File: src/rtl/rgb_led_pkg.sv
// rtl/rgb_led_pkg.sv - shared types and defaults for the RGB LED PWM stage
package rgb_led_pkg;

   // Colour channel selector carried on cfg_chan
   typedef enum logic [1:0] {
      CH_R    = 2'd0,
      CH_G    = 2'd1,
      CH_B    = 2'd2,
      CH_RSVD = 2'd3
   } chan_e;

   localparam int CFG_LED_W      = 4;
   localparam int DEF_PWM_BITS   = 8;
   localparam int DEF_PRESCALE   = 256;
   localparam int DEF_DUTY_RESET = 128;

   // A write is legal only if it names an existing LED and a real colour channel
   function automatic logic cfg_legal(input logic [CFG_LED_W-1:0] led,
                                      input logic [1:0]           chan,
                                      input int                   led_num);
      return ({1'b0, led} < (CFG_LED_W+1)'(led_num)) && (chan != CH_RSVD);
   endfunction

endpackage

File: src/rtl/rgb_pwm_chan.sv
// rtl/rgb_pwm_chan.sv - one colour channel: shadow/active duty pair, compare and pad flop
module rgb_pwm_chan
   import rgb_led_pkg::*;
#(
   parameter int PWM_BITS       = DEF_PWM_BITS,
   parameter int DUTY_RESET     = DEF_DUTY_RESET,
   parameter int LED_ACTIVE_LOW = 1
) (
   input  logic                extra_clk,
   input  logic                extra_rst,
   input  logic [PWM_BITS-1:0] pwm_cnt,
   input  logic                wrap,
   input  logic                wr_en,
   input  logic [PWM_BITS-1:0] wr_duty,
   input  logic                en,
   output logic                pwm_out
);

   // Pad level that leaves the LED dark
   localparam logic DARK = (LED_ACTIVE_LOW != 0);

   logic [PWM_BITS-1:0] shadow;
   logic [PWM_BITS-1:0] active;
   logic                lit;

   // Writes land in the shadow; the active copy only follows at a period boundary,
   // so a write on the wrap cycle is seen one period later (active takes the old shadow)
   always_ff @(posedge extra_clk) begin
      if (extra_rst) begin
         shadow <= PWM_BITS'(DUTY_RESET);
         active <= PWM_BITS'(DUTY_RESET);
      end else begin
         if (wrap)
            active <= shadow;
         if (wr_en)
            shadow <= wr_duty;
      end
   end

   // Strict less-than: duty 0 is always off and full-on is unreachable by design
   assign lit = en && (pwm_cnt < active);

   // Registered pad drive, polarity folded in
   always_ff @(posedge extra_clk) begin
      if (extra_rst)
         pwm_out <= DARK;
      else
         pwm_out <= lit ^ DARK;
   end

endmodule

File: src/rtl/rgb_led_pwm.sv
// rtl/rgb_led_pwm.sv - per-LED RGB PWM dimmer gated by blink enables
module rgb_led_pwm
   import rgb_led_pkg::*;
#(
   parameter int LED_NUM        = 1,
   parameter int PWM_BITS       = DEF_PWM_BITS,
   parameter int PRESCALE       = DEF_PRESCALE,
   parameter int DUTY_RESET     = DEF_DUTY_RESET,
   parameter int LED_ACTIVE_LOW = 1
) (
   input  logic                 extra_clk,
   input  logic                 extra_rst,
   input  logic [LED_NUM-1:0]   en_r,
   input  logic [LED_NUM-1:0]   en_g,
   input  logic [LED_NUM-1:0]   en_b,
   input  logic                 cfg_valid,
   output logic                 cfg_ready,
   input  logic [CFG_LED_W-1:0] cfg_led,
   input  logic [1:0]           cfg_chan,
   input  logic [PWM_BITS-1:0]  cfg_duty,
   output logic                 cfg_err,
   output logic [LED_NUM-1:0]   pwm_r,
   output logic [LED_NUM-1:0]   pwm_g,
   output logic [LED_NUM-1:0]   pwm_b,
   output logic                 period_start
);

   localparam int PRE_W = (PRESCALE > 1) ? $clog2(PRESCALE) : 1;

   logic [PRE_W-1:0]    pre_cnt;
   logic [PWM_BITS-1:0] pwm_cnt;
   logic                tick;
   logic                wrap;
   logic                cfg_accept;
   logic                cfg_ok;

   // With PRESCALE=1 the prescaler is pinned at 0 and tick stays high
   assign tick       = (pre_cnt == PRE_W'(PRESCALE - 1));
   assign wrap       = tick && (pwm_cnt == '1);
   assign cfg_accept = cfg_valid && cfg_ready;
   assign cfg_ok     = cfg_legal(cfg_led, cfg_chan, LED_NUM);

   // Prescaler and free-running PWM period counter
   always_ff @(posedge extra_clk) begin
      if (extra_rst) begin
         pre_cnt <= '0;
         pwm_cnt <= '0;
      end else begin
         pre_cnt <= tick ? '0 : pre_cnt + 1'b1;
         if (tick)
            pwm_cnt <= pwm_cnt + 1'b1;
      end
   end

   // Registered status: period marker, illegal-write pulse, config ready
   always_ff @(posedge extra_clk) begin
      if (extra_rst) begin
         period_start <= 1'b0;
         cfg_err      <= 1'b0;
         cfg_ready    <= 1'b0;
      end else begin
         period_start <= wrap;
         cfg_err      <= cfg_accept && !cfg_ok;
         cfg_ready    <= 1'b1;
      end
   end

   for (genvar i = 0; i < LED_NUM; i++) begin : g_led
      logic led_hit;
      logic wr_r;
      logic wr_g;
      logic wr_b;

      assign led_hit = cfg_accept && cfg_ok && (cfg_led == CFG_LED_W'(i));
      assign wr_r    = led_hit && (cfg_chan == CH_R);
      assign wr_g    = led_hit && (cfg_chan == CH_G);
      assign wr_b    = led_hit && (cfg_chan == CH_B);

      rgb_pwm_chan #(
         .PWM_BITS       (PWM_BITS),
         .DUTY_RESET     (DUTY_RESET),
         .LED_ACTIVE_LOW (LED_ACTIVE_LOW)
      ) u_r (
         .extra_clk (extra_clk),
         .extra_rst (extra_rst),
         .pwm_cnt   (pwm_cnt),
         .wrap      (wrap),
         .wr_en     (wr_r),
         .wr_duty   (cfg_duty),
         .en        (en_r[i]),
         .pwm_out   (pwm_r[i])
      );

      rgb_pwm_chan #(
         .PWM_BITS       (PWM_BITS),
         .DUTY_RESET     (DUTY_RESET),
         .LED_ACTIVE_LOW (LED_ACTIVE_LOW)
      ) u_g (
         .extra_clk (extra_clk),
         .extra_rst (extra_rst),
         .pwm_cnt   (pwm_cnt),
         .wrap      (wrap),
         .wr_en     (wr_g),
         .wr_duty   (cfg_duty),
         .en        (en_g[i]),
         .pwm_out   (pwm_g[i])
      );

      rgb_pwm_chan #(
         .PWM_BITS       (PWM_BITS),
         .DUTY_RESET     (DUTY_RESET),
         .LED_ACTIVE_LOW (LED_ACTIVE_LOW)
      ) u_b (
         .extra_clk (extra_clk),
         .extra_rst (extra_rst),
         .pwm_cnt   (pwm_cnt),
         .wrap      (wrap),
         .wr_en     (wr_b),
         .wr_duty   (cfg_duty),
         .en        (en_b[i]),
         .pwm_out   (pwm_b[i])
      );
   end

endmodule

File: config.mk
export PLATFORM = sky130hd
export DESIGN_NAME = rgb_led_pwm
export DESIGN_NICKNAME = d
export VERILOG_FILES = /design/src/rtl/rgb_led_pkg.sv /design/src/rtl/rgb_pwm_chan.sv /design/src/rtl/rgb_led_pwm.sv
export SDC_FILE = /design/constraint.sdc
export NUM_CORES = 1
export LEC_CHECK = 0
export CAP_MARGIN = 10
export CORE_MARGIN = 4
export CORE_UTILIZATION = 28
export CTS_BUF_LIST = sky130_fd_sc_hd__clkbuf_4 sky130_fd_sc_hd__clkbuf_8
export CTS_CLUSTER_SIZE = 28
export DETAILED_ROUTE_END_ITERATION = 10
export HOLD_SLACK_MARGIN = 0.1
export PLACE_DENSITY_LB_ADDON = 0.12
export SKIP_CTS_REPAIR_TIMING = 1
export SLEW_MARGIN = 20
export SYNTH_ARGS = -nofsm -noshare
export SYNTH_HDL_FRONTEND = slang
export SYNTH_SLANG_ARGS = --single-unit
File: constraint.sdc
create_clock -name extra_clk -period 1.85 [get_ports extra_clk]
set_clock_uncertainty 0.15 [all_clocks]
set_input_delay 0.37 -clock extra_clk [delete_from_list [all_inputs] [get_ports extra_clk]]
set_output_delay 0.37 -clock extra_clk [all_outputs]
set_load 0.005 [all_outputs]
==> run summary <==
The run finished with clean final reports. The dominant cell type by area after synthesis is dfxtp_1. The initial DRC count came out at 140. The count of unresolved DRC violations after routing is 0. The proportion of netlist area held by the largest area contributor came out at 41.6%. The combined buffer and inverter count along the critical path came out at 1. Of all flip-flops after synthesis, the portion carrying an async set or reset was 0%. The part of the total power dissipated in combinational logic is 5.6%. TritonCTS built the clock tree. The tree is rooted in a clkbuf_8. Setup violations remaining at the end of the flow were counted as 0. In this run the power density over the cells is 745 mW/mm^2. The tool flagged a number of max-cap violations equal to 0. The initial standard-cell utilization of the core is 29.0%. The synthesized net count came out at 431. The register-to-register path setup slack came out at 0.07 ns. At the end of routability-driven placement, the weighted congestion stood at 0.723. The netlist area before placement is 0.00337 sq mm. For this run, the top clock speed supported by timing is 559 MHz. Registers are responsible for 48.5% of the overall power. The site row count is 39. The remaining antenna violation count after routing came out at 0. The antenna diode count came out at 0. The final-report hold violation count came to 0. The vertical extent of the die is 118 microns. The die footprint is 0.0138 sq mm. The clock network fraction of design power is 45.9%. The most used flip-flop cell after synthesis is dfxtp_1. Walking the worst path, the cells encountered are clkdlybuf4s50_1. The critical path starts at cfg_ready. The final cell area excluding filler cells is 0.00423 sq mm. After detailed routing, the number of vias per cell comes to 4.83.

The data arrival at the endpoint of the critical path is 1.27 ns. The number of nets in the finished design is 480. The worst hold path passes through 2 cells. The peak supply drop is 0.310 mV. The first-pass GRT wire length is 13700 microns. The critical path capture point type is a primary output. In the global route stage, overall resource usage came out at 12.3%.

On the critical path, the stage with the largest delay is an instance of clkdlybuf4s50_1. The internal power came out at 0.00244 W. The via total after detailed routing is 2824.

The half-perimeter wire length of the detailed placement result came out at 5880 microns. The sequential area share after synthesis is 41.6%. The first-pass detailed-route iteration total is 4. The via count of the first global-routing pass came to 2643.

In this run, distinct cell masters in the synthesized netlist total 36. Of the available clock period, the critical path in the final layout requires 96.7%. The critical path depth is 1. The endpoint required time on the critical path came out at 1.33 ns.

The number of clock buffers added by TritonCTS is 9. The number of cell instances on the worst register-to-register path came out at 5. The library cells used most frequently in the layout, excluding fill and tap cells, are dfxtp_1, nand2_1, nand3_1. The critical-path maximum fanout came out at 8. The commonest non-fill, non-tap cell in the layout is dfxtp_1. By startpoint and endpoint, the worst setup path is classified as register to primary output. The initial antenna violation count came out at 0. The area growth from synthesis to layout is 25.5%. The gate count of the mapped netlist is 388. The mean area per synthesized cell came out at 8.68 sq um. The count of clock tree sinks is 70. The switching power is 0.000711 W.

Counting flops with a built-in enable in the synthesized netlist gives 0. The final max-slew violation count is 0. By area the synthesized netlist is led by dfxtp_1, ha_1, mux2i_1. The number of warnings printed during yosys synthesis came out at 0. The total leakage power came out at 1.48 nW. The post-detailed-placement cell area came out at 0.00393 sq mm. The proportion of layout cells with a drive suffix above 1 is 13.1%. Summed over all layers, the global routing overflow is 0.

The largest net degree at the start of global routing is 29. The total power of the final layout is 0.00315 W. The number of H-tree levels came out at 3. The number of buffers on the longest clock path came out at 2. On the final layout, the worst hold slack is 0.224 ns. During placement, the flow inserted port buffers numbering 25. The type of origin of the critical path is a register.

The clock insertion delay at the later pin of the skew report is 0.35 ns. The average wire per cell in the routed design came out at 14.4 microns. The post-synthesis sequential element count is 70. The launch instance of the worst min-delay path is extra_rst.

The core outline area is 0.0116 sq mm. The share of total power consumed by net switching came out at 22.6%. The class of the worst hold path is input port to register. The worst register-to-register path begins at pre_cnt[1].

The critical path's top delay family is buffers and inverters. The final critical delay including setup and external delays is 1.79 ns. The total length of routed wires came out at 8450 microns. The highest cell delay on the worst timing path came out at 0.52 ns. The clock edge transition at the registers on the reported setup and hold paths is 0.08 ns.

The width of the die came out at 118 microns. The transition at the pin with the smallest max-transition slack is 0.313 ns. The number of top-level design ports came out at 26. Measured against its own limit, the worst slew margin works out to 78.6%.
-- state kept, by name (all words and copies together) (netlist names) --
signal,cells
g_led.u_r.pwm_out,1
g_led.u_r.active,8
cfg_ready,1
g_led.u_g.shadow,8
g_led.u_b.shadow,8
g_led.u_b.pwm_out,1
g_led.u_b.active,8
g_led.u_g.active,8
g_led.u_r.shadow,8
pre_cnt,8
period_start,1
g_led.u_g.pwm_out,1
pwm_cnt,8
cfg_err,1
-- logic make-up (layout without fill, tap and decap cells) --
group                      Yosys count  after routing  synth area share, %
AOI/OAI and AO/OA                   78             78                 13.2
and+or+nand+nor                    143            143                 22.4
xor gates and xnor gates             3              3                0.781
adders and majority gates           23             23                 8.55
muxes                               27             27                 8.10
DFF                                 70             70                 41.6
buffers and inverters               44             98                 5.35
-- cells in the mapped netlist, types with 3 or more instances --
library cell   n
a21oi_1       34
o211ai_1       5
or3_1          5
dfxtp_1       70
mux2i_1       25
nor3b_1        4
nor2_1        12
ha_1          23
clkbuf_1      16
a21o_1         3
nand3_1       35
nand2_1       54
inv_1         23
nand2b_1       3
or4_1          5
nor3_1         9
a2111o_1       3
o31ai_1        4
o21ai_1       28
nor4_1         3
-- metrics by stage --
step	setup slack [ns]	util (%)	instances	setup TNS, ns
2_1_floorplan	0.0239	-	388	0
3_3_place_gp	-0.225	33.8	563	-5.02
3_5_place_dp	-0.245	33.8	563	-5.40
4_1_cts	-0.0567	35.8	579	-0.0567
5_1_grt	-0.00238	36.4	585	-0.00238
6_report	0.0617	36.4	585	0
-- area by class of cell --
class | instances | area, sq um
Clock buffer | 11 | 151
Sequential cell | 70 | 1400
Timing Repair Buffer | 58 | 523
Clock inverter | 5 | 81.3
Inverter | 24 | 90.1
Fill cell | 1258 | 7390
Tap cell | 143 | 179
Multi-Input combinational cell | 274 | 1800
-- power by group through the flow --
stage                     clock network [W]  logic [W]  registers [W]
after CTS                           0.00149   0.000179        0.00153
after global routing                0.00154   0.000194        0.00153
final                               0.00144   0.000177        0.00153
after global placement                    0   0.000178        0.00156
after floorplan                           0  0.0000671        0.00157
after detailed placement                  0   0.000178        0.00156
-- metal layers --
| layer | global-route usage, % | wire (microns) |
|---|---|---|
| met3 | 2.31 | 264 |
| met1 | 18.0 | 4580 |
| met4 | 5.27 | 136 |
| met2 | 17.5 | 3470 |
| met5 | 0 | 0 |
-- final timing paths --
| kind | to |
|---|---|
| setup / recovery | cfg_ready |
| hold reg to reg | g_led[0].u_g.active[6] |
| hold / removal | pwm_cnt[4] |
| setup reg to reg | pwm_cnt[6] |
Note: power is estimated with default switching activity, not from simulation.
